$ cat config.mk
export PLATFORM = sky130hd
export DESIGN_NAME = seven_segment_mux
export DESIGN_NICKNAME = d
export VERILOG_FILES = /design/src/rtl/seg7_pkg.sv /design/src/rtl/seg7_hex_encode.sv /design/src/rtl/seven_segment_mux.sv
export SDC_FILE = /design/constraint.sdc
export NUM_CORES = 1
export LEC_CHECK = 0
export CORE_MARGIN = 3
export CORE_UTILIZATION = 50
export DETAILED_ROUTE_END_ITERATION = 6
export GPL_TIMING_DRIVEN = 0
export PLACE_DENSITY = 0.73
export SLEW_MARGIN = 15
export SYNTH_ARGS = -nofsm -noshare
export SYNTH_HDL_FRONTEND = slang
export SYNTH_SLANG_ARGS = --single-unit
$ cat constraint.sdc
create_clock -name clk -period 4 [get_ports clk]
set_clock_uncertainty 0.15 [all_clocks]
set_input_delay 1 -clock clk [delete_from_list [all_inputs] [get_ports clk]]
set_output_delay 1 -clock clk [all_outputs]
set_load 0.03 [all_outputs]
$ cat src/rtl/seg7_pkg.sv
// ============================================================================
// Module      : seg7_pkg
// Description : Shared seven-segment types, bit order and hex encode table.
// Revision    : 1.0 - initial release
// ============================================================================
`default_nettype none

package seg7_pkg;

    typedef logic [6:0] seg7_t;

    localparam int SEG_A = 0;
    localparam int SEG_B = 1;
    localparam int SEG_C = 2;
    localparam int SEG_D = 3;
    localparam int SEG_E = 4;
    localparam int SEG_F = 5;
    localparam int SEG_G = 6;

    localparam seg7_t SEG7_ALL_OFF_AL = 7'h7F;

    // Active-low patterns, entry 15 first so that index n selects hex digit n.
    localparam logic [15:0][6:0] SEG7_HEX_AL = {
        7'h0E, 7'h06, 7'h21, 7'h46, 7'h03, 7'h08, 7'h10, 7'h00,
        7'h78, 7'h02, 7'h12, 7'h19, 7'h30, 7'h24, 7'h79, 7'h40
    };

    function automatic seg7_t seg7_encode_al(input logic [3:0] nibble);
        return SEG7_HEX_AL[nibble];
    endfunction

endpackage

`default_nettype wire

$ cat src/rtl/seg7_hex_encode.sv
// ============================================================================
// Module      : seg7_hex_encode
// Description : Combinational 4-bit hex to 7-bit active-low segment encoder.
// Revision    : 1.0 - initial release
// ============================================================================
`default_nettype none

module seg7_hex_encode
    import seg7_pkg::*;
(
    input  logic [3:0] nibble_i,
    output seg7_t      seg_al_o
);

    assign seg_al_o = seg7_encode_al(nibble_i);

endmodule

`default_nettype wire

$ cat src/rtl/seven_segment_mux.sv
// ============================================================================
// Module      : seven_segment_mux
// Description : Time-multiplexed hex seven-segment driver, double-buffered.
// Revision    : 1.0 - initial release
// ============================================================================
`default_nettype none

module seven_segment_mux
    import seg7_pkg::*;
#(
    parameter int NUM_DIGITS     = 4,
    parameter int CLK_DIV        = 50000,
    parameter int SEG_ACTIVE_LOW = 1,
    parameter int AN_ACTIVE_LOW  = 1
) (
    input  logic                    clk,
    input  logic                    rst,
    input  logic                    en,
    input  logic                    load,
    input  logic [4*NUM_DIGITS-1:0] data,
    input  logic [NUM_DIGITS-1:0]   dp,
    input  logic [NUM_DIGITS-1:0]   blank,
    output logic [6:0]              seg,
    output logic                    dp_n,
    output logic [NUM_DIGITS-1:0]   an,
    output logic                    frame_done
);

    localparam int CW = (CLK_DIV > 1) ? $clog2(CLK_DIV) : 1;
    localparam int IW = (NUM_DIGITS > 1) ? $clog2(NUM_DIGITS) : 1;

    localparam logic [CW-1:0]         CNT_LAST = CW'(CLK_DIV - 1);
    localparam logic [IW-1:0]         IDX_LAST = IW'(NUM_DIGITS - 1);
    localparam logic [6:0]            SEG_OFF  = (SEG_ACTIVE_LOW != 0) ? SEG7_ALL_OFF_AL : 7'h00;
    localparam logic                  DP_OFF   = (SEG_ACTIVE_LOW != 0);
    localparam logic [NUM_DIGITS-1:0] AN_OFF   = (AN_ACTIVE_LOW != 0) ? {NUM_DIGITS{1'b1}}
                                                                      : {NUM_DIGITS{1'b0}};

    logic [CW-1:0]           cnt_q, cnt_d;
    logic [IW-1:0]           idx_q, idx_d;
    logic                    w_tick;
    logic                    w_wrap;

    logic [4*NUM_DIGITS-1:0] pend_data_q, disp_data_q;
    logic [NUM_DIGITS-1:0]   pend_dp_q, disp_dp_q;
    logic [NUM_DIGITS-1:0]   pend_blank_q, disp_blank_q;
    logic                    pend_valid_q;

    logic [3:0]              w_nibble;
    logic                    w_dp_sel;
    logic                    w_blank_sel;
    logic [NUM_DIGITS-1:0]   w_an_sel;
    seg7_t                   w_seg_al;
    logic                    w_dark;

    logic [6:0]              seg_q, seg_d;
    logic                    dp_n_q, dp_n_d;
    logic [NUM_DIGITS-1:0]   an_q, an_d;
    logic                    frame_done_q;

    always_comb begin
        w_tick = en && (cnt_q == CNT_LAST);
        w_wrap = w_tick && (idx_q == IDX_LAST);
        cnt_d  = cnt_q;
        idx_d  = idx_q;
        if (en) begin
            cnt_d = w_tick ? '0 : cnt_q + CW'(1);
        end
        if (w_tick) begin
            idx_d = w_wrap ? '0 : idx_q + IW'(1);
        end
    end

    always_comb begin
        w_nibble    = '0;
        w_dp_sel    = 1'b0;
        w_blank_sel = 1'b0;
        w_an_sel    = '0;
        for (int i = 0; i < NUM_DIGITS; i++) begin
            if (idx_q == IW'(i)) begin
                w_nibble    = disp_data_q[4*i +: 4];
                w_dp_sel    = disp_dp_q[i];
                w_blank_sel = disp_blank_q[i];
                w_an_sel[i] = 1'b1;
            end
        end
    end

    seg7_hex_encode u_encode (
        .nibble_i (w_nibble),
        .seg_al_o (w_seg_al)
    );

    // A blanked digit also drops its anode so no ghosting appears on that slot.
    always_comb begin
        w_dark = !en || w_blank_sel;
        seg_d  = w_dark ? SEG_OFF : ((SEG_ACTIVE_LOW != 0) ? w_seg_al : ~w_seg_al);
        dp_n_d = (w_dark || !w_dp_sel) ? DP_OFF : ~DP_OFF;
        an_d   = w_dark ? AN_OFF : ((AN_ACTIVE_LOW != 0) ? ~w_an_sel : w_an_sel);
    end

    always_ff @(posedge clk) begin
        if (rst) begin
            cnt_q        <= '0;
            idx_q        <= '0;
            pend_data_q  <= '0;
            pend_dp_q    <= '0;
            pend_blank_q <= '0;
            pend_valid_q <= 1'b0;
            disp_data_q  <= '0;
            disp_dp_q    <= '0;
            disp_blank_q <= '0;
            seg_q        <= SEG_OFF;
            dp_n_q       <= DP_OFF;
            an_q         <= AN_OFF;
            frame_done_q <= 1'b0;
        end else begin
            cnt_q        <= cnt_d;
            idx_q        <= idx_d;
            seg_q        <= seg_d;
            dp_n_q       <= dp_n_d;
            an_q         <= an_d;
            frame_done_q <= w_wrap;

            // Commit only at frame start; a load on the wrap edge waits for the next frame.
            if (w_wrap && pend_valid_q) begin
                disp_data_q  <= pend_data_q;
                disp_dp_q    <= pend_dp_q;
                disp_blank_q <= pend_blank_q;
            end
            if (load) begin
                pend_data_q  <= data;
                pend_dp_q    <= dp;
                pend_blank_q <= blank;
                pend_valid_q <= 1'b1;
            end else if (w_wrap) begin
                pend_valid_q <= 1'b0;
            end
        end
    end

    assign seg        = seg_q;
    assign dp_n       = dp_n_q;
    assign an         = an_q;
    assign frame_done = frame_done_q;

endmodule

`default_nettype wire
==> flow_summary_export.csv <==
group,metric,value,unit
grt,grt_pass1_wl,11.1,mm
yosys,ys_seq_area_share,46.9,%
hold_path,worstHoldPathType,"reg -> reg",
finish,syn_to_final_growth,21.0,%
cts,cts_buffer_depth,2,
placed_design,globalplace.congestion,0.834,
timing,finalMaxSlewViolations,0,
finish,utilization,63.6,%
cts,post_cts_resized,0,
status,status,"finished clean",
worst_setup_path,critical_path_class,"reg -> reg",
placed_design,hpwl,4.75,mm
cts,clk_transition_reported_paths,0.09,ns
floorplan,initial_core_util,52.6,%
worst_setup_path,cp_data_arrival_time,3.12,ns
yosys,syn_inst,357,
finish,antenna_cells,0,
route,ant_nets,0,
yosys,synth_enable_flop_cells,0,
timing,tightest_slew,0.825,ns
grt,grt_pass1_vias,2447,
route,vias,2560,
timing,rsz0062_at_grt,"false",
pwr,p_per_area,384,nW/um2
cts,cts_root_buffer,"clkbuf_8",
finish,drive_gt1_share,8.25,%
worst_setup_path,startpoint_type,"register",
finish,nets,446,
cts,cts_tree,"built",
floorplan,core,6490,um2
timing,layout_setup_ws,0.942,ns
floorplan,die-area,7850,um2
yosys,synthesis.area,3410,um2
worst_setup_path,worstSetupEndpointType,"register",
pwr,finalPower,1.59,mW
placed_design,dp_slack,0.723,ns
grt,gr-usage-all-layers,18.6,%
grt,antenna_found_initial,0,
yosys,ys_ff_latch,80,
yosys,synth.distinct_cells,42,
flow_run,max_cap_viol_count,0,
timing,finalHoldViolCount,0,
worst_setup_path,r2r_slack,0.94,ns
yosys,synth_async_sr_flop_share,0,%
yosys,yosys_warnings,0,
timing,slew_headroom,45.0,%
route,totalWireLength,6.56,mm
cts,cts_max_level,3,
yosys,syn_nets,396,
timing,period_needed,3.06,ns
worst_setup_path,path_max_fanout,10,
cts,postCtsHoldBufs,0,
cts,cts_setup_buffers,0,
route,route.detailed.drc,0,
grt,grt_remaining_overflow,0,
floorplan,fp.dieH,88.6,um
pwr,leakagePower,1.58,nW
grt,grt_start_max_net_pins,15,
cts,cts.sinks,80,
worst_setup_path,required,4.06,ns
pwr,peakVddDrop,0.235,mV
timing,tns,0,ns
finish,final_area,4130,um2
route,drt_first_iter_violations,91,
cts,clkLatencyLatePin,0.35,ns
timing,holdWs,0.337,ns
yosys,synth_ff_type,"dfxtp_1",
yosys,syn_area_per_cell,9.56,um2
placed_design,port_buffers,39,
placed_design,numPlacedInstances,473,
placed_design,place_area,3900,um2
timing,fin_crit_sh,76.4,%
timing,finalSetupViolCount,0,
floorplan,io_pins,41,
route,viasPerCell,5.24,
floorplan,die_w,88.6,um
route,route.detailed.wl_per_inst,13.4,um
timing,max_freq,327,MHz
floorplan,rows,29,
finish,instances_no_fill,489,
cts,cts_made_buffers,9,
route,first_pass_iters,4,
==> state kept, by name, summed over array words and instances (netlist names) <==
name and count:
disp_dp_q 4, pend_dp_q 4, disp_blank_q 4, disp_data_q 16, cnt_q 16, seg 7
pend_data_q 16, pend_valid_q 1, frame_done 1, pend_blank_q 4, dp_n 1, idx_q 2
an 4
==> synth_stat cells (all sizes together) (6+ instances only) <==
cell,n,area (um2)
a21oi,7,38.8
buf,12,86.3
clkbuf,8,30.0
dfxtp,80,1600
ha,11,138
inv,14,52.6
mux2i,51,510
nand2,22,82.6
nand3b,7,52.6
nor2,71,267
nor3,6,41.3
xnor2,7,61.3
xor2,7,61.3
==> critical path, cell delays in order (launching register included) <==
cell and delay (ns):
dfxtp_1 0.43, ha_1 0.17, buf_2 0.21, buf_2 0.28, a211oi_1 0.07, a221oi_1 0.72, inv_1 0.23, ha_1 0.32
inv_1 0.10, mux2i_1 0.07, nor2_1 0.09, o21ai_0 0.09
==> final timing paths <==
kind            start  endpoint  depth (start not counted)
max          idx_q[0]    seg[3]                         11
min          cnt_q[1]  cnt_q[1]                          2
max reg2reg  idx_q[0]    seg[3]                         11
min reg2reg  cnt_q[1]  cnt_q[1]                          2
==> layout by cell type, fill, tap and decap left out, types with 6 or more instances in the layout <==
| cell type | instances |
|---|---|
| a21oi_1 | 6 |
| clkbuf_1 | 8 |
| clkdlybuf4s50_1 | 39 |
| dfxtp_1 | 80 |
| inv_1 | 14 |
| ha_1 | 11 |
| xnor2_1 | 7 |
| nor2_1 | 71 |
| buf_2 | 9 |
| clkbuf_8 | 10 |
| xor2_1 | 7 |
| mux2i_1 | 51 |
| nand2_1 | 22 |
| nand3b_1 | 7 |
==> layer usage <==
metal  global-route usage (%)  routed length, um  part of all wire, %
met5                        0                  0                    0
met4                     9.34                136                  2.1
met1                     22.8               3170                   48
met2                     30.7               3050                   47
met3                     3.91                205                  3.1
==> cell families after synthesis <==
kind of cell | share of synthesized area, %
buffers and inverters | 4.95
flip-flops | 46.9
multiplexers | 15.0
XOR/XNOR | 3.59
AND/OR/NAND/NOR | 20.0
adder cells (fa/ha/maj) | 4.03
AO/OA/AOI/OAI | 5.54
==> layout make-up <==
| cell class | instances | area [um2] |
|---|---|---|
| inverter | 14 | 52.6 |
| clock inverter | 6 | 91.3 |
| fill | 563 | 2370 |
| sequential | 80 | 1600 |
| timing repair buffer | 39 | 390 |
| multi-input combinational | 243 | 1640 |
| buffer | 20 | 116 |
| tap | 77 | 96.3 |
| clock buffer | 10 | 138 |
==> power by group <==
group	internal [mW]	switching [mW]	total (mW)
clock network	0.370	0.295	0.665
logic	0.0493	0.0447	0.0940
registers	0.816	0.0101	0.826
total	1.24	0.350	1.59
(Power assumes the default switching activity.)
